[src/rtl/eth_pkg.sv]
// Shared types, constants and the CRC-32 byte step for the MII receive path.
package eth_pkg;

  typedef enum logic [1:0] {
    IDLE     = 2'd0,
    PREAMBLE = 2'd1,
    DATA     = 2'd2,
    DROP     = 2'd3
  } rx_state_e;

  localparam logic [31:0] CRC_POLY    = 32'hEDB8_8320;
  localparam logic [31:0] CRC_INIT    = 32'hFFFF_FFFF;
  localparam logic [31:0] CRC_RESIDUE = 32'hDEBB_20E3;

  localparam logic [3:0] PREAMBLE_NIB = 4'h5;
  localparam logic [3:0] SFD_NIB      = 4'hD;

  // Per-frame status word, also consumed by the receive buffer.
  typedef struct packed {
    logic [10:0] len;
    logic        crc_err;
    logic        len_err;
    logic        align_err;
    logic        mii_err;
    logic        ok;
  } rx_status_t;

  // One reflected CRC-32 step over a byte, LSB first, no final inversion.
  function automatic logic [31:0] crc32_byte(input logic [31:0] crc, input logic [7:0] data);
    logic [31:0] c;
    c = crc ^ {24'h00_0000, data};
    for (int i = 0; i < 8; i++) begin
      if (c[0]) begin
        c = {1'b0, c[31:1]} ^ CRC_POLY;
      end else begin
        c = {1'b0, c[31:1]};
      end
    end
    return c;
  endfunction

endpackage

[src/rtl/eth_crc32.sv]
// Byte-wide CRC-32 register: clear loads the init value, enable folds in one byte.
module eth_crc32
  import eth_pkg::*;
(
  input  logic        clk,
  input  logic        rst,
  input  logic        clr_i,
  input  logic        en_i,
  input  logic [7:0]  data_i,
  output logic [31:0] crc_o
);

  logic [31:0] crc_q;
  logic [31:0] crc_d;

  // Next CRC value: clear has priority over a data update.
  always_comb begin
    crc_d = crc_q;
    if (clr_i) begin
      crc_d = CRC_INIT;
    end else if (en_i) begin
      crc_d = crc32_byte(crc_q, data_i);
    end else begin
      crc_d = crc_q;
    end
  end

  // CRC state register.
  always_ff @(posedge clk) begin
    if (rst) begin
      crc_q <= CRC_INIT;
    end else begin
      crc_q <= crc_d;
    end
  end

  assign crc_o = crc_q;

endmodule

[src/rtl/eth_mii_rx.sv]
// MII receive front end: preamble/SFD detection, byte assembly, FCS stripping
// through a 5-byte delay line, CRC-32 check, frame classification and counters.
module eth_mii_rx
  import eth_pkg::*;
#(
  parameter int unsigned MIN_FRAME_BYTES = 64,
  parameter int unsigned MAX_FRAME_BYTES = 1518
) (
  input  logic        clk,
  input  logic        rst,
  input  logic        mii_en_i,
  input  logic        mii_rx_dv_i,
  input  logic [3:0]  mii_rxd_i,
  input  logic        mii_rx_er_i,
  output logic [7:0]  rx_data_o,
  output logic        rx_valid_o,
  output logic        rx_last_o,
  output logic        frame_done_o,
  output logic        frame_ok_o,
  output logic [10:0] frame_len_o,
  output logic        crc_err_o,
  output logic        len_err_o,
  output logic        align_err_o,
  output logic        mii_err_o,
  output logic [15:0] frames_ok_cnt_o,
  output logic [15:0] frames_bad_cnt_o
);

  localparam logic [10:0] MIN_LEN = 11'(MIN_FRAME_BYTES);
  localparam logic [10:0] MAX_LEN = 11'(MAX_FRAME_BYTES);

  // Receive state
  rx_state_e       state_q, state_d;
  logic            seen_low_q, seen_low_d;
  logic [3:0]      low_nib_q, low_nib_d;
  logic            phase_q, phase_d;
  logic [10:0]     len_q, len_d;
  logic [4:0][7:0] dl_q, dl_d;
  logic [2:0]      dl_cnt_q, dl_cnt_d;
  logic            mii_err_q, mii_err_d;

  // Registered outputs
  logic [7:0]      rx_data_q, rx_data_d;
  logic            rx_valid_q, rx_valid_d;
  logic            rx_last_q, rx_last_d;
  logic            done_q, done_d;
  rx_status_t      status_q, status_d;
  logic [15:0]     ok_cnt_q, ok_cnt_d;
  logic [15:0]     bad_cnt_q, bad_cnt_d;

  // CRC interface
  logic            crc_clr_s;
  logic            crc_en_s;
  logic [7:0]      byte_s;
  logic [31:0]     crc_s;

  // End-of-frame classification from the current state
  logic            eof_crc_err_s;
  logic            eof_len_err_s;
  logic            eof_ok_s;

  assign byte_s        = {mii_rxd_i, low_nib_q};
  assign eof_crc_err_s = (crc_s != CRC_RESIDUE);
  assign eof_len_err_s = (len_q < MIN_LEN) || (len_q > MAX_LEN);
  assign eof_ok_s      = ~(eof_crc_err_s | eof_len_err_s | phase_q | mii_err_q);

  eth_crc32 u_crc (
    .clk    (clk),
    .rst    (rst),
    .clr_i  (crc_clr_s),
    .en_i   (crc_en_s),
    .data_i (byte_s),
    .crc_o  (crc_s)
  );

  // Next-state, datapath and output decode; every step is gated by the nibble strobe.
  always_comb begin
    state_d    = state_q;
    seen_low_d = seen_low_q;
    low_nib_d  = low_nib_q;
    phase_d    = phase_q;
    len_d      = len_q;
    dl_d       = dl_q;
    dl_cnt_d   = dl_cnt_q;
    mii_err_d  = mii_err_q;
    rx_data_d  = rx_data_q;
    rx_valid_d = 1'b0;
    rx_last_d  = 1'b0;
    done_d     = 1'b0;
    status_d   = status_q;
    ok_cnt_d   = ok_cnt_q;
    bad_cnt_d  = bad_cnt_q;
    crc_clr_s  = 1'b0;
    crc_en_s   = 1'b0;

    if (mii_en_i) begin
      case (state_q)
        IDLE: begin
          // A frame is only accepted after dv has been seen low.
          if (!mii_rx_dv_i) begin
            seen_low_d = 1'b1;
          end else if (seen_low_q) begin
            state_d    = PREAMBLE;
            seen_low_d = 1'b0;
          end else begin
            seen_low_d = seen_low_q;
          end
        end

        PREAMBLE: begin
          if (!mii_rx_dv_i) begin
            state_d    = IDLE;
            seen_low_d = 1'b1;
          end else if (mii_rxd_i == PREAMBLE_NIB) begin
            state_d = PREAMBLE;
          end else if (mii_rxd_i == SFD_NIB) begin
            state_d   = DATA;
            crc_clr_s = 1'b1;
            len_d     = 11'd0;
            phase_d   = 1'b0;
            dl_d      = '0;
            dl_cnt_d  = 3'd0;
            mii_err_d = 1'b0;
          end else begin
            state_d = DROP;
          end
        end

        DATA: begin
          if (mii_rx_dv_i) begin
            if (mii_rx_er_i) begin
              mii_err_d = 1'b1;
            end else begin
              mii_err_d = mii_err_q;
            end
            if (!phase_q) begin
              low_nib_d = mii_rxd_i;
              phase_d   = 1'b1;
            end else begin
              phase_d  = 1'b0;
              crc_en_s = 1'b1;
              if (len_q != 11'h7FF) begin
                len_d = len_q + 11'd1;
              end else begin
                len_d = len_q;
              end
              dl_d = {dl_q[3:0], byte_s};
              // Once full, the line holds exactly the 4 FCS candidates plus one payload byte.
              if (dl_cnt_q == 3'd5) begin
                rx_data_d  = dl_q[4];
                rx_valid_d = 1'b1;
                dl_cnt_d   = dl_cnt_q;
              end else begin
                dl_cnt_d = dl_cnt_q + 3'd1;
              end
            end
          end else begin
            // End of frame: flush the last payload byte, drop the 4 FCS bytes.
            if (dl_cnt_q == 3'd5) begin
              rx_data_d  = dl_q[4];
              rx_valid_d = 1'b1;
              rx_last_d  = 1'b1;
            end else begin
              rx_valid_d = 1'b0;
            end
            done_d             = 1'b1;
            status_d.len       = len_q;
            status_d.crc_err   = eof_crc_err_s;
            status_d.len_err   = eof_len_err_s;
            status_d.align_err = phase_q;
            status_d.mii_err   = mii_err_q;
            status_d.ok        = eof_ok_s;
            if (eof_ok_s) begin
              if (ok_cnt_q != 16'hFFFF) begin
                ok_cnt_d = ok_cnt_q + 16'd1;
              end else begin
                ok_cnt_d = ok_cnt_q;
              end
            end else begin
              if (bad_cnt_q != 16'hFFFF) begin
                bad_cnt_d = bad_cnt_q + 16'd1;
              end else begin
                bad_cnt_d = bad_cnt_q;
              end
            end
            state_d    = IDLE;
            seen_low_d = 1'b1;
          end
        end

        DROP: begin
          if (!mii_rx_dv_i) begin
            state_d    = IDLE;
            seen_low_d = 1'b1;
          end else begin
            state_d = DROP;
          end
        end

        default: begin
          state_d    = IDLE;
          seen_low_d = 1'b0;
        end
      endcase
    end else begin
      state_d = state_q;
    end
  end

  // State and output registers with synchronous reset.
  always_ff @(posedge clk) begin
    if (rst) begin
      state_q    <= IDLE;
      seen_low_q <= 1'b0;
      low_nib_q  <= 4'h0;
      phase_q    <= 1'b0;
      len_q      <= 11'd0;
      dl_q       <= '0;
      dl_cnt_q   <= 3'd0;
      mii_err_q  <= 1'b0;
      rx_data_q  <= 8'h00;
      rx_valid_q <= 1'b0;
      rx_last_q  <= 1'b0;
      done_q     <= 1'b0;
      status_q   <= '0;
      ok_cnt_q   <= 16'h0000;
      bad_cnt_q  <= 16'h0000;
    end else begin
      state_q    <= state_d;
      seen_low_q <= seen_low_d;
      low_nib_q  <= low_nib_d;
      phase_q    <= phase_d;
      len_q      <= len_d;
      dl_q       <= dl_d;
      dl_cnt_q   <= dl_cnt_d;
      mii_err_q  <= mii_err_d;
      rx_data_q  <= rx_data_d;
      rx_valid_q <= rx_valid_d;
      rx_last_q  <= rx_last_d;
      done_q     <= done_d;
      status_q   <= status_d;
      ok_cnt_q   <= ok_cnt_d;
      bad_cnt_q  <= bad_cnt_d;
    end
  end

  assign rx_data_o        = rx_data_q;
  assign rx_valid_o       = rx_valid_q;
  assign rx_last_o        = rx_last_q;
  assign frame_done_o     = done_q;
  assign frame_ok_o       = status_q.ok;
  assign frame_len_o      = status_q.len;
  assign crc_err_o        = status_q.crc_err;
  assign len_err_o        = status_q.len_err;
  assign align_err_o      = status_q.align_err;
  assign mii_err_o        = status_q.mii_err;
  assign frames_ok_cnt_o  = ok_cnt_q;
  assign frames_bad_cnt_o = bad_cnt_q;

endmodule

[config.mk]
export PLATFORM = sky130hd
export DESIGN_NAME = eth_mii_rx
export DESIGN_NICKNAME = d
export VERILOG_FILES = /design/src/rtl/eth_pkg.sv /design/src/rtl/eth_crc32.sv /design/src/rtl/eth_mii_rx.sv
export SDC_FILE = /design/constraint.sdc
export NUM_CORES = 1
export LEC_CHECK = 0
export ABC_AREA = 1
export CAP_MARGIN = 40
export CORE_MARGIN = 5
export CORE_UTILIZATION = 45
export CTS_CLUSTER_DIAMETER = 50
export CTS_CLUSTER_SIZE = 28
export DETAILED_ROUTE_END_ITERATION = 10
export DONT_BUFFER_PORTS = 1
export MAX_ROUTING_LAYER = met4
export PLACE_DENSITY = 0.63
export SYNTH_ARGS = -nofsm -noshare
export SYNTH_HDL_FRONTEND = slang
export SYNTH_SLANG_ARGS = --single-unit
[constraint.sdc]
create_clock -name clk -period 1.9 [get_ports clk]
set_input_delay 0.475 -clock clk [delete_from_list [all_inputs] [get_ports clk]]
set_output_delay 0.475 -clock clk [all_outputs]
set_load 0.005 [all_outputs]
# Word level (Yosys, flattened, before mapping)
# Index checks and enable logic that the tools add are counted.
[classes]
addsub = 4
multipliers = 0
div = 0
order_cmp = 2
eq_ne = 23
n_shift = 0
muxes = 77
bitwise = 17
reduce_logical = 19
[op_table]
columns = ["operator", "count"]
rows = [
  ["2-to-1 mux 32 bit", 22],
  ["2-to-1 mux 40 bit", 5],
  ["inverter 13 -> 14 bit", 8],
  ["one-hot mux 40 bit (2 select lines)", 1],
  ["2-to-1 mux 11 bit", 6],
  ["adder 16 x 1 -> 16 bit, second input constant", 2],
  ["inequality test 16 bit, second input constant", 2],
  ["inequality test 32 bit, second input constant", 1],
  ["bitwise XOR 32 x 8 -> 32 bit", 1],
  ["2-to-1 mux 8 bit", 3],
  ["inequality test 2 bit, second input constant", 12],
  ["2-to-1 mux 1 bit", 22],
  ["one-hot mux 11 bit (2 select lines)", 1],
  ["2-to-1 mux 3 bit", 6],
  ["AND reduction 8 bit", 2],
  ["AND reduction 7 bit", 2],
  ["2-to-1 mux 2 bit", 6],
  ["adder 11 x 1 -> 11 bit, second input constant", 1],
  ["> comparator 11 bit, second input constant", 1],
  ["less-than comparator 11 x 7 -> 1 bit, second input constant", 1],
  ["inequality test 11 bit, second input constant", 1],
  ["AND reduction 5 bit", 2],
  ["one-hot mux 2 bit (4 select lines)", 1],
  ["AND reduction 4 bit", 2],
  ["other kinds (20)", 31],
]
[word_totals]
register_bits = 154
latch_bits = 0
ram_bits = 0
mem_bits_ro = 0
input_bits = 9
output_inout_bits = 59
mem_count = 0

# Logic depth before layout (Yosys ltp)
# Gate-level depths: netlist of the first run.
[logic_depth]
depth_word = 33
mapped_depth = 13
depth_no_buf = 13

# Cells and area by module
# Synthesis of the first run repeated with hierarchy kept, for this count alone.
[hier_totals]
hier_cells = 1171
hier_area_um2 = 8023.9
[modules_own_cells]
columns = ["module", "n_inst", "cells_per_inst", "area_per_inst_um2", "seq_area_each_um2"]
rows = [
  ["eth_mii_rx", 1, 835, 5808.1, 2442.3],
  ["eth_crc32", 1, 336, 2215.9, 640.6],
]

# Least setup slack after synthesis of the first run
# No wires, ideal clock.
[synth_path]
path_kind = "register to register"
from = "register ok_cnt_q[0], in the netlist frames_ok_cnt_o[0]"
to = "register ok_cnt_q[11], in the netlist frames_ok_cnt_o[11]"
setup_ps = 132
arrival_time_ps = 1609
t_required_ps = 1768
slack_ps = 159
stages_incl_launch_ff = 10
synth_period_minus_slack_ps = 1741
path_cell_list = "dfxtp_1 ha_1 nand2_1 nor3b_2 nand2_1 nor2_2 nand3_2 clkbuf_1 nand4_1 a21oi_1"
[synth_between]
elab_chain_len = 2
word_cells_on_any_way = 3
classes_between = "add/sub (1); eq/ne (1); reduce/logical (1)"
[synth_lines]
columns = ["element", "line", "rtl"]
rows = [
  ["from (decl)", "eth_mii_rx.sv:48", "logic [15:0] ok_cnt_q, ok_cnt_d;"],
  ["from (signal assigned)", "eth_mii_rx.sv:242", "ok_cnt_q <= ok_cnt_d;"],
  ["branches (longest 2 deep; another with adder 16 x 1 -> 16 bit)", "n/a", ""],
]
# Several ways; the timed one is not identified.
# A chain may end at the register's enable or synchronous reset.

# Worst setup path after layout of the first run
[layout_path]
from = "register low_nib_q[1]"
to = "register u_crc.crc_q[29], in the netlist u_crc.crc_o[29]"
[layout_between]
elab_chain_len = 23
[layout_lines]
columns = ["element", "line", "rtl"]
rows = [
  ["from (decl)", "eth_mii_rx.sv:35", "logic [3:0] low_nib_q, low_nib_d;"],
  ["from (signal assigned)", "eth_mii_rx.sv:231", "low_nib_q <= low_nib_d;"],
  ["bitwise XOR 32 x 8 -> 32 bit", "eth_pkg.sv:31", "c = crc ^ {24'h00_0000, data};"],
  ["2-to-1 mux 32 bit", "eth_pkg.sv:33", "if (c[0]) begin"],
  ["2-to-1 mux 32 bit", "eth_crc32.sv:21", "end else if (en_i) begin"],
  ["2-to-1 mux 32 bit", "eth_crc32.sv:19", "if (clr_i) begin"],
  ["2-to-1 mux 32 bit", "eth_pkg.sv:33", ""],
  ["2-to-1 mux 32 bit", "eth_crc32.sv:21", ""],
  ["2-to-1 mux 32 bit", "eth_crc32.sv:19", ""],
  ["2-to-1 mux 32 bit", "eth_pkg.sv:33", ""],
  ["(+7 left out)", "n/a", ""],
  ["2-to-1 mux 32 bit", "eth_crc32.sv:19", ""],
  ["2-to-1 mux 32 bit", "eth_pkg.sv:33", ""],
  ["2-to-1 mux 32 bit", "eth_crc32.sv:21", ""],
  ["2-to-1 mux 32 bit", "eth_crc32.sv:19", ""],
  ["2-to-1 mux 32 bit", "eth_pkg.sv:33", ""],
  ["2-to-1 mux 32 bit", "eth_crc32.sv:21", ""],
  ["2-to-1 mux 32 bit", "eth_crc32.sv:19", ""],
  ["2-to-1 mux 32 bit", "eth_pkg.sv:33", ""],
  ["to (signal assigned)", "eth_crc32.sv:33", "crc_q <= crc_d;"],
  ["to (decl)", "eth_crc32.sv:13", "logic [31:0] crc_q;"],
]
# Every way passes these cells. The select of a mux whose other input is x is not followed.

==> out/results.tsv, run 1 <==
metric	value	unit
grt_max_degree	82	
fin_crit	1780	ps
antenna_found_initial	0	
fp.dieW	141	µm
yosysWarnings	0	
syn-num-nets	1095	
synth-async-reset-ratio	0	%
swShare	24.4	%
critPathCaptureType	flop	
finalSetupViolCount	0	
nets	1139	
vdd.ir_drop.worst	683	µV
combPwrFrac	6.4	%
grt_pass1_wl	32300	µm
area_growth	17.1	%
synth-edff-count	0	
fp.dieArea	19700	µm²
drive_gt1_share	13.1	%
hpwl	13100	µm
drc	0	
detail_route.iter0.violations	483	
row_count	47	
status	finished, final reports clean	
maxCapViolations	0	
power.switching	1.76	mW
die_y	141	µm
power.leakage	3.74	nW
finClkSkew	8.81	ps
worst_pin_slew	445	ps
yosysSeqAreaShare	40.2	%
synth.distinct_cells	43	
dr_total_vias	6962	
synth.cell_area	7670	µm²
clkTransAtPathRegs	70	ps
start_kind	flop	
fmax	561	MHz
numPortBuffers	0	
drt_wl_total	19200	µm
track_usage	20.1	%
cts_tree	yes	
sequentialPowerShare	45.7	%
synthCells	1081	
ys.flop_type	dfxtp_1	
p_int	5.43	mW
ant_nets	0	
diodes	0	
critPathRequiredTime	2210	ps
cts_buffer_depth	2	
dr.pass1.iters	5	
hold_buffers	0	
total_power	7.18	mW
post-route-period-util	93.8	%
hold_ws	109	ps
criticalPathCategory	flop to flop	
start_util	46.1	%
grt_pass1_vias	6495	
dp.cells	1322	
viasPerCell	5.13	
place.gp.congestion	0.883	
num_io_pins	68	
grt_overflow	0	
cts_htree_levels	4	
cts.sinks	154	
final_util	53.9	%
pwr_density_cell	800	nW/µm²
clk_latency	420	ps
finalHoldViolations	0	
post_layout_nonfiller_instances	1358	
cts_inserted_buffers	17	
p_clk_share	47.9	%
clock-root-buffer	clkbuf_16	
wl_per_cell	14.1	µm
crit_path_max_fanout	5	
avgSynthCellArea	7.09	µm²
core_area	16600	µm²
slew_headroom	70.0	%
slew_violations	0	
ys_ff_latch	154	
hold_class	input port to flop	
critPathArrivalTime	2090	ps
per-layer routing:
layer	routed length, µm	global-route usage [%]	share of wire [%]	vias up
met2	8640	30.2	45	153
met5	0	-	0	-
met1	9090	26.7	47	3155
met3	1150	4.98	6.0	26
met4	322	6.43	1.7	0
li1	-	-	-	3628
power by group through the flow:
stage	Clock (mW)	Sequential (mW)	Combinational, mW
2_1_floorplan	0	3.35	0.326
6_report	3.44	3.28	0.461
4_1_cts	3.50	3.28	0.451
3_5_place_dp	0	3.35	0.448
5_1_grt	3.65	3.29	0.517
3_3_place_gp	0	3.35	0.444
metrics by stage:
step	area, µm²	setup TNS [ps]	setup slack, ps
3_3_place_gp	8290	0	79.2
3_5_place_dp	8290	0	59.8
2_1_floorplan	7670	0	159
4_1_cts	8880	0	70.3
5_1_grt	8970	-24.0	-12.2
6_report	8970	0	118
worst max-delay path, cell delays in order, from the launching register on:
cell and delay [ps]:
dfxtp_1 380, inv_1 50, nand2_1 60, nand2_1 140, buf_4 200, xor2_1 170, nand2_1 100, nand2_2 120
inv_1 210, nand2_1 80, nand3_1 70, o211ai_1 80
synth_stat cells, types with 2 or more instances:
| cell | number | area, µm² |
|---|---|---|
| clkinv_1 | 2 | 7.51 |
| nor2_4 | 2 | 22.5 |
| nand2_1 | 261 | 980 |
| nand3_2 | 2 | 20.0 |
| ha_1 | 5 | 62.6 |
| nand4_1 | 23 | 144 |
| o21ai_0 | 100 | 500 |
| xor2_1 | 44 | 385 |
| buf_6 | 3 | 33.8 |
| or2_2 | 2 | 12.5 |
| inv_2 | 4 | 15.0 |
| or2_1 | 2 | 12.5 |
| o221ai_1 | 3 | 26.3 |
| inv_1 | 84 | 315 |
| buf_2 | 13 | 65.1 |
| nand3_1 | 41 | 205 |
| a31oi_1 | 2 | 12.5 |
| nor2_1 | 106 | 398 |
| a21oi_2 | 2 | 17.5 |
| buf_4 | 3 | 22.5 |
| a21oi_1 | 122 | 611 |
| nor3_1 | 11 | 55.1 |
| xnor2_2 | 2 | 32.5 |
| nor2_2 | 5 | 31.3 |
| dfxtp_1 | 154 | 3080 |
| o211ai_1 | 11 | 82.6 |
| nand2_2 | 5 | 31.3 |
| clkbuf_1 | 28 | 105 |
| xnor2_1 | 25 | 219 |
cell families after synthesis:
logic type	count (synthesis)	synth area share [%]
simple gates	465	25.7
compound gates	246	17.0
flops	154	40.2
buf+inv	138	7.41
xor+xnor	73	8.88
fa+ha+maj	5	0.816
sequential cells by signal, summed over array words and instances (netlist names):
name	count
align_err_o	1
crc_err_o	1
dl_cnt_q	3
dl_q	40
frame_done_o	1
frame_len_o	11
frame_ok_o	1
frames_bad_cnt_o	16
frames_ok_cnt_o	16
len_err_o	1
len_q	11
low_nib_q	4
mii_err_o	1
mii_err_q	1
phase_q	1
rx_data_o	8
rx_last_o	1
rx_valid_o	1
seen_low_q	1
state_q	2
u_crc.crc_o	32
layout by cell type (no fill, tap or decap), types with 17 or more instances in the layout:
cell type / Yosys / layout
nor2_1: 106 / 101
dfxtp_1: 154 / 153
nand2_1: 261 / 258
buf_4: 3 / 66
a21oi_1: 122 / 122
clkbuf_16: 0 / 17
inv_1: 84 / 82
o21ai_0: 100 / 100
xnor2_1: 25 / 24
nand3_1: 41 / 41
xor2_1: 44 / 44
nand4_1: 23 / 23
path summary, 6_finish.rpt:
kind | startpoint | endpoint | slack, ps | cells past startpoint
hold / removal | rst | frames_bad_cnt_o[6] | 110 | 1
setup reg to reg | low_nib_q[1] | u_crc.crc_o[29] | 120 | 11
hold reg to reg | dl_q[18] | dl_q[26] | 460 | 2
setup / recovery | low_nib_q[1] | u_crc.crc_o[29] | 120 | 11
layout make-up:
| class | count | area, µm² |
|---|---|---|
| fill | 1629 | 7670 |
| multi-input combinational | 790 | 4070 |
| sequential | 154 | 3080 |
| timing repair buffer | 72 | 607 |
| clock buffer | 18 | 439 |
| inverter | 90 | 338 |
| tap | 220 | 275 |
| clock inverter | 14 | 159 |
timing repair:
item                                    CTS  global route
buffers inserted                          0             3
resized for setup                         0            14
endpoints found under the setup margin    0            79
No activity file was read; power rests on OpenSTA's default activity.
==> run 2: changes to the inputs <==
- PLACE_DENSITY: 0.63 -> 0.65
- clock period: 1.9 -> 1.5 ns (I/O delays scaled with it)
==> run 2 against run 1 <==
  * The run now ends with negative hold slack, negative setup slack left
  * Register-to-register slack got worse by 380 ps
  * Sequential share of layout area fell by 8.5 points
  * Hold slack got worse by 120 ps
  * Wire length is 36% higher
  * Critical endpoint is now u_crc.crc_o[19]
  * Highest routed layer unchanged
  * First-iteration DRC count grew 22%
  * Largest power group unchanged
==> out/results.tsv, run 2 (synthesis results as in run 1) <==
metric	value	unit	change
status	finished with violations		was finished, final reports clean
violations	negative hold slack, negative setup slack		
grt_max_degree	56		was 82
finalSetupViolCount	102		was 0
grt_pass1_vias	7653		was 6495
hold_class	input port to flop		unchanged
criticalPathCategory	flop to flop		unchanged
diodes	0		unchanged
hpwl	14500	µm	was 13100 µm
fin_crit	1770	ps	was 1780 ps
total_power	9.78	mW	was 7.18 mW
critPathRequiredTime	1820	ps	was 2210 ps
grt_pass1_wl	36800	µm	was 32300 µm
clkTransAtPathRegs	60	ps	was 70 ps
critPathTopFamily	simple AND/OR/NAND/NOR gates		unchanged
clock-root-buffer	clkbuf_16		unchanged
grt_overflow	0		unchanged
crit_path_max_fanout	5		unchanged
fp.dieArea	19700	µm²	unchanged
finalHoldViolations	3		was 0
critPathBufInv	4		was 3
cts_inserted_buffers	17		unchanged
slew_violations	0		unchanged
worstPathCellList	buf_4 -> buf_6 -> buf_6 -> xor2_4 -> nand2_2 -> nand2_8 -> xor2_4 -> inv_1 -> nand3_1 -> nand2_1 -> nand2_1 -> nand2_1		was inv_1 -> nand2_1 -> nand2_1 -> buf_4 -> xor2_1 -> nand2_1 -> nand2_2 -> inv_1 -> nand2_1 -> nand3_1 -> o211ai_1
drt_wl_total	26100	µm	was 19200 µm
critPathArrivalTime	2090	ps	about the same
track_usage	23.3	%	was 20.1%
layout_common_cells	190 x buf_4, 179 x nand2_1, 123 x dfxtp_1		was 258 x nand2_1, 153 x dfxtp_1, 122 x a21oi_1
vdd.ir_drop.worst	851	µV	was 683 µV
cts_tree	yes		unchanged
min_to	frames_ok_cnt_o[1]		was frames_bad_cnt_o[6]
core_area	16600	µm²	unchanged
numPortBuffers	0		unchanged
drive_gt1_share	45.9	%	was 13.1%
finClkSkew	9.82	ps	was 8.81 ps
row_count	47		unchanged
largest_register	dl_q		unchanged
detail_route.iter0.violations	591		was 483
die_y	141	µm	unchanged
dr_total_vias	8306		was 6962
min_from	rst		unchanged
cpPeakStageDelay	360	ps	was 380 ps
rsz0062_at_grt	yes		
worst_pin_slew	829	ps	was 445 ps
met3_length	1590	µm	was 1150 µm
power.leakage	5.07	nW	was 3.74 nW
route.met2.wl	13200	µm	was 8640 µm
start_kind	flop		unchanged
wl_per_cell	17.0	µm	was 14.1 µm
start_util	46.1	%	unchanged
area_growth	58.7	%	was 17.1%
ant_nets	0		unchanged
viasPerCell	5.41		was 5.13
layout_commonest_cell	buf_4		was nand2_1
worst_slack	-266	ps	was 118 ps
cts_buffer_depth	2		unchanged
slowest_stage	dfxtp_4		was dfxtp_1
cts_htree_levels	4		unchanged
nets	1316		was 1139
pwr_density_cell	804	nW/µm²	was 800 nW/µm²
r2r-end	u_crc.crc_o[19]		was u_crc.crc_o[29]
num_io_pins	68		unchanged
clk_latency	430	ps	was 420 ps
slew_headroom	44.8	%	was 70.0%
cts.sinks	154		unchanged
dr.pass1.iters	6		was 5
met1_length	10300	µm	was 9090 µm
drc	0		unchanged
hold_ws	-5.82	ps	was 109 ps
fp.dieW	141	µm	unchanged
critPathCaptureType	flop		unchanged
maxCapViolations	0		unchanged
top_layer_used	met4		unchanged
crit_top_cell	nand2_1		unchanged
post-route-period-util	118	%	was 93.8%
largest_reg_flops	40		unchanged
ff2ff_path_depth	12		was 11
fmax	566	MHz	was 561 MHz
holdPathStages	1		unchanged
timing.rr.start	u_crc.crc_o[3]		was low_nib_q[1]
ff2ff_setup_slack	-270	ps	was 120 ps
place.gp.congestion	0.910		was 0.883
antenna_found_initial	0		unchanged
nFillCells	1094		was 1629
[run 2: cell count changes in the layout (fill, tap and decap cells not counted), sizes merged]
cell and change:
clkbuf +10, buf +169, nand3 +1, clkinv +1, inv -4
[run 2: area by class of cell]
class                           count  area, µm²  area share, %
Tap cell                          220        275           2.26
Timing Repair inverter              1       3.75         0.0309
Timing Repair Buffer              247       2340           19.3
Multi-Input combinational cell    791       5390           44.3
Clock buffer                       22        528           4.34
Clock inverter                     10        124           1.02
Sequential cell                   154       3140           25.8
Inverter                           90        360           2.96
[run 2: worst reg2reg max path: cells and delay by family (launching register included)]
family	cells	cell delay, ps
buffers and inverters	4	420
XOR/XNOR	2	400
AND/OR/NAND/NOR	6	490
flip-flops	1	360
[run 2: where the power goes]
group          internal (mW)  total [mW]  switching, mW  leakage [nW]
combinational          0.413       0.980          0.567          3.51
sequential              4.11        4.15         0.0333          1.25
clock                   2.85        4.66           1.80         0.315
[run 2: per-layer routing]
| metal | up-vias | global-route usage, % |
|---|---|---|
| li1 | 3986 | - |
| met1 | 3951 | 27.9 |
| met2 | 294 | 38.8 |
| met3 | 75 | 5.28 |
| met4 | 0 | 7.60 |
| met5 | - | - |
[run 2: worst max path at each step]
stage	start	end	slack, ps	cells after the start
3_3_place_gp	mii_rxd_i[0]	len_q[5]	-270	11
3_5_place_dp	mii_rxd_i[0]	dl_q[28]	-300	10
4_1_cts	u_crc.crc_o[4]	frames_ok_cnt_o[8]	-170	11
6_report	u_crc.crc_o[3]	u_crc.crc_o[19]	-270	12
5_1_grt	u_crc.crc_o[3]	u_crc.crc_o[19]	-330	12
2_1_floorplan	frames_bad_cnt_o[1]	frames_bad_cnt_o[12]	-120	10
[run 2: metrics by stage]
| stage | TNS (ps) | cell area, µm² | worst slack [ps] | instances | utilization [%] |
|---|---|---|---|---|---|
| 6_report | -9810 | 12200 | -266 | 1535 | 73.1 |
| 5_1_grt | -18490 | 12200 | -327 | 1535 | 73.1 |
| 4_1_cts | -6780 | 11100 | -173 | 1521 | 66.9 |
| 3_5_place_dp | -22590 | 9360 | -297 | 1441 | 56.3 |
| 3_3_place_gp | -20430 | 9360 | -268 | 1441 | 56.3 |
| 2_1_floorplan | -2760 | 7810 | -123 | 1081 | - |
[run 2: timing repair]
action,CTS,global route
setup endpoints to repair,113,132
gates cloned,7,6
buffers inserted,41,17
resized for setup,226,222
pin swaps,74,84
endpoints found under the hold margin,25,39
==> run 3: changes to the inputs <==
- ABC_AREA: 1 -> not set
==> run 3 against run 2 <==
  * The run ends with negative setup slack left
  * Hold slack improved by 15 ps
  * Sequential power fell by 1%
  * Setup slack got worse by 570 ps
  * Clock skew rose by 0.53 ps
  * Count of clock-buffer cells in the layout fell by 1
  * Area after synthesis fell by 9.1%
  * Core utilization rose by 3.5 points
  * Combinational power fell by 48%
  * Critical path type unchanged
  * Highest routed layer unchanged
==> out/results.tsv, run 3 <==
metric	value	unit	change
power.leakage	4.55	nW	was 5.07 nW
critPathArrivalTime	2650	ps	was 2090 ps
r2r-end	frames_ok_cnt_o[4]		was u_crc.crc_o[19]
yosysMostFrequentCell	dfxtp_1		was nand2_1
numPortBuffers	0		unchanged
place.gp.congestion	0.836		was 0.910
core_area	15200	µm²	was 16600 µm²
synth.cell_area	6970	µm²	was 7670 µm²
finClkSkew	10.4	ps	was 9.82 ps
diodes	0		unchanged
worst_slack	-832	ps	was -266 ps
critPathCaptureType	flop		unchanged
synth_xor_area_share	12.6	%	was 8.88%
yosysWarnings	0		unchanged
layout_common_cells	135 x buf_4, 133 x dfxtp_1, 77 x nand2_1		was 190 x buf_4, 179 x nand2_1, 123 x dfxtp_1
dr_total_vias	7126		was 8306
viasPerCell	5.96		was 5.41
synthCells	787		was 1081
slew_violations	0		unchanged
rsz0062_at_grt	yes		unchanged
area_growth	67.2	%	was 58.7%
pre_cts_slack	-800	ps	was -297 ps
fin_crit	2330	ps	was 1770 ps
syn-num-nets	801		was 1095
cts_tree	yes		unchanged
row_count	45		was 47
maxCapViolations	0		unchanged
avgSynthCellArea	8.85	µm²	was 7.09 µm²
synth_compound_area_share	12.6	%	was 17.0%
ff2ff_setup_slack	-830	ps	was -270 ps
synth_area_leaders	dfxtp_1 44%, xnor2_1 6.4%, nand2_1 6.3%		was dfxtp_1 40%, nand2_1 13%, a21oi_1 8.0%
largest_reg_flops	40		unchanged
synthMuxAreaShare	3.02	%	was 0%
startpoint	u_crc.crc_o[15]		was u_crc.crc_o[3]
grt_pass1_vias	7104		was 7653
grt_pass1_wl	36900	µm	was 36800 µm
yosysSeqAreaShare	44.3	%	was 40.2%
post-route-period-util	155	%	was 118%
critPathRequiredTime	1820	ps	about the same
largest_register	dl_q		unchanged
finalSetupViolCount	133		was 102
hold_buffers	0		
fmax	429	MHz	was 566 MHz
grt_overflow	0		unchanged
drc	0		unchanged
synth_top_family_by_area	simple AND/OR/NAND/NOR gates		unchanged
crit_end	frames_ok_cnt_o[4]		was u_crc.crc_o[19]
synth.distinct_cells	61		was 43
cts_inserted_buffers	17		unchanged
synth-edff-count	0		unchanged
start_kind	flop		unchanged
ant_nets	0		unchanged
hold_class	input port to flop		unchanged
synth_top_cell_by_area	dfxtp_1		unchanged
finalHoldViolations	0		was 3
yosys.area_share.simple	23.5	%	was 25.7%
drive_gt1_share	50.4	%	was 45.9%
criticalPathCategory	flop to flop		unchanged
violations	negative setup slack		was negative hold slack, negative setup slack
start_util	45.8	%	was 46.1%
cts_buffer_depth	2		unchanged
grt_max_degree	121		was 56
pwr_density_cell	756	nW/µm²	was 804 nW/µm²
detail_route.iter0.violations	491		was 591
die_y	134	µm	was 141 µm
worst_pin_slew	542	ps	was 829 ps
track_usage	26.4	%	was 23.3%
synth-async-reset-ratio	0	%	unchanged
num_io_pins	68		unchanged
status	finished with violations		unchanged
clk_latency	440	ps	was 430 ps
dr.pass1.iters	6		unchanged
fp.dieW	134	µm	was 141 µm
ff2ff_path_depth	6		was 12
timing.rr.start	u_crc.crc_o[15]		was u_crc.crc_o[3]
synthAdderAreaFrac	0.898	%	was 0.816%
clock-root-buffer	clkbuf_16		unchanged
layout_commonest_cell	buf_4		unchanged
fp.dieArea	18100	µm²	was 19700 µm²
crit_path_max_fanout	5		unchanged
drt_wl_total	27000	µm	was 26100 µm
hold_ws	9.05	ps	was -5.82 ps
cts.sinks	154		unchanged
slew_headroom	63.8	%	was 44.8%
vdd.ir_drop.worst	640	µV	was 851 µV
ys_ff_latch	154		unchanged
cts_htree_levels	4		unchanged
wl_per_cell	22.6	µm	was 17.0 µm
ys.flop_type	dfxtp_1		unchanged
antenna_found_initial	0		unchanged
clkTransAtPathRegs	70	ps	was 60 ps
hpwl	12300	µm	was 14500 µm
synth_top_cells_by_count	154 x dfxtp_1, 117 x nand2_1, 77 x a21oi_1		was 261 x nand2_1, 154 x dfxtp_1, 122 x a21oi_1
synth_top_area_share	44.3	%	was 40.2%
nets	1009		was 1316
==> run 3: changes by cell type after synthesis, sizes merged, moves of 12 or more <==
cell,delta
nand2,-150
o211ai,+17
nor4,+12
mux2i,+15
xor2,-14
xnor2,+27
inv,-80
a21oi,-48
nand3,+14
nor2,-52
o21ai,-88
==> run 3: kinds of logic after synthesis <==
kind of cell | after synthesis
AND/OR/NAND/NOR | 320
flip-flops | 154
AO/OA/AOI/OAI | 145
XOR/XNOR | 88
buffers and inverters | 55
multiplexers | 20
adder cells (fa/ha/maj) | 5
==> run 3: critical path, stage by stage, from the launching register on <==
cell and delay (ps):
dfxtp_2 330, or4_4 550, nor4_4 390, nand3_2 200, nor3_4 260, nand4_1 150
mux2_1 330
==> run 3: final cells by class <==
type | count | area, µm²
Clock buffer | 21 | 470
Clock inverter | 11 | 95.1
Fill cell | 860 | 3560
Inverter | 8 | 30.0
Multi-Input combinational cell | 578 | 5190
Sequential cell | 154 | 3120
Tap cell | 188 | 235
Timing Repair Buffer | 236 | 2510
==> run 3: stage by stage <==
step / power (mW) / area [µm²] / setup TNS [ps] / utilization (%) / std cells
5_1_grt: 9.04 / 11600 / -54880 / 76.6 / 1196
6_report: 8.81 / 11600 / -50030 / 76.6 / 1196
2_1_floorplan: 4.43 / 7220 / -22620 / - / 787
3_5_place_dp: 4.48 / 8440 / -42110 / 55.5 / 1083
3_3_place_gp: 4.48 / 8440 / -38490 / 55.5 / 1083
4_1_cts: 8.68 / 10700 / -35060 / 70.6 / 1172
==> run 3: repair_timing <==
item	in CTS	in global routing
gates cloned	16	5
setup buffers	42	38
pin swaps	123	108
resized for setup	221	171
hold endpoints to repair	0	10
endpoints found under the setup margin	123	133
==> run 3: where the power goes <==
group / total (mW) / switching, mW / internal [mW]
logic: 0.511 / 0.236 / 0.276
registers: 4.09 / 0.00262 / 4.08
clock network: 4.21 / 1.80 / 2.41
==> run 3: worst min path at each step <==
stage | start | to | slack [ps] | cells past startpoint
after detailed placement | dl_q[12] | dl_q[12] | 440 | 2
final | rst | frame_len_o[3] | 9 | 1
after global placement | dl_q[28] | dl_q[28] | 440 | 2
after CTS | rst | frame_len_o[3] | 6 | 1
after global routing | rst | frame_len_o[2] | -20 | 1
after floorplan | dl_q[32] | dl_q[32] | 430 | 2
==> run 3: layer usage <==
layer / vias to the layer above / wire, µm / global-route usage, %
met4: 0 / 1140 / 11.1
li1: 3175 / - / -
met1: 3548 / 10200 / 29.6
met5: - / 0 / -
met2: 294 / 13600 / 43.7
met3: 109 / 2000 / 7.95
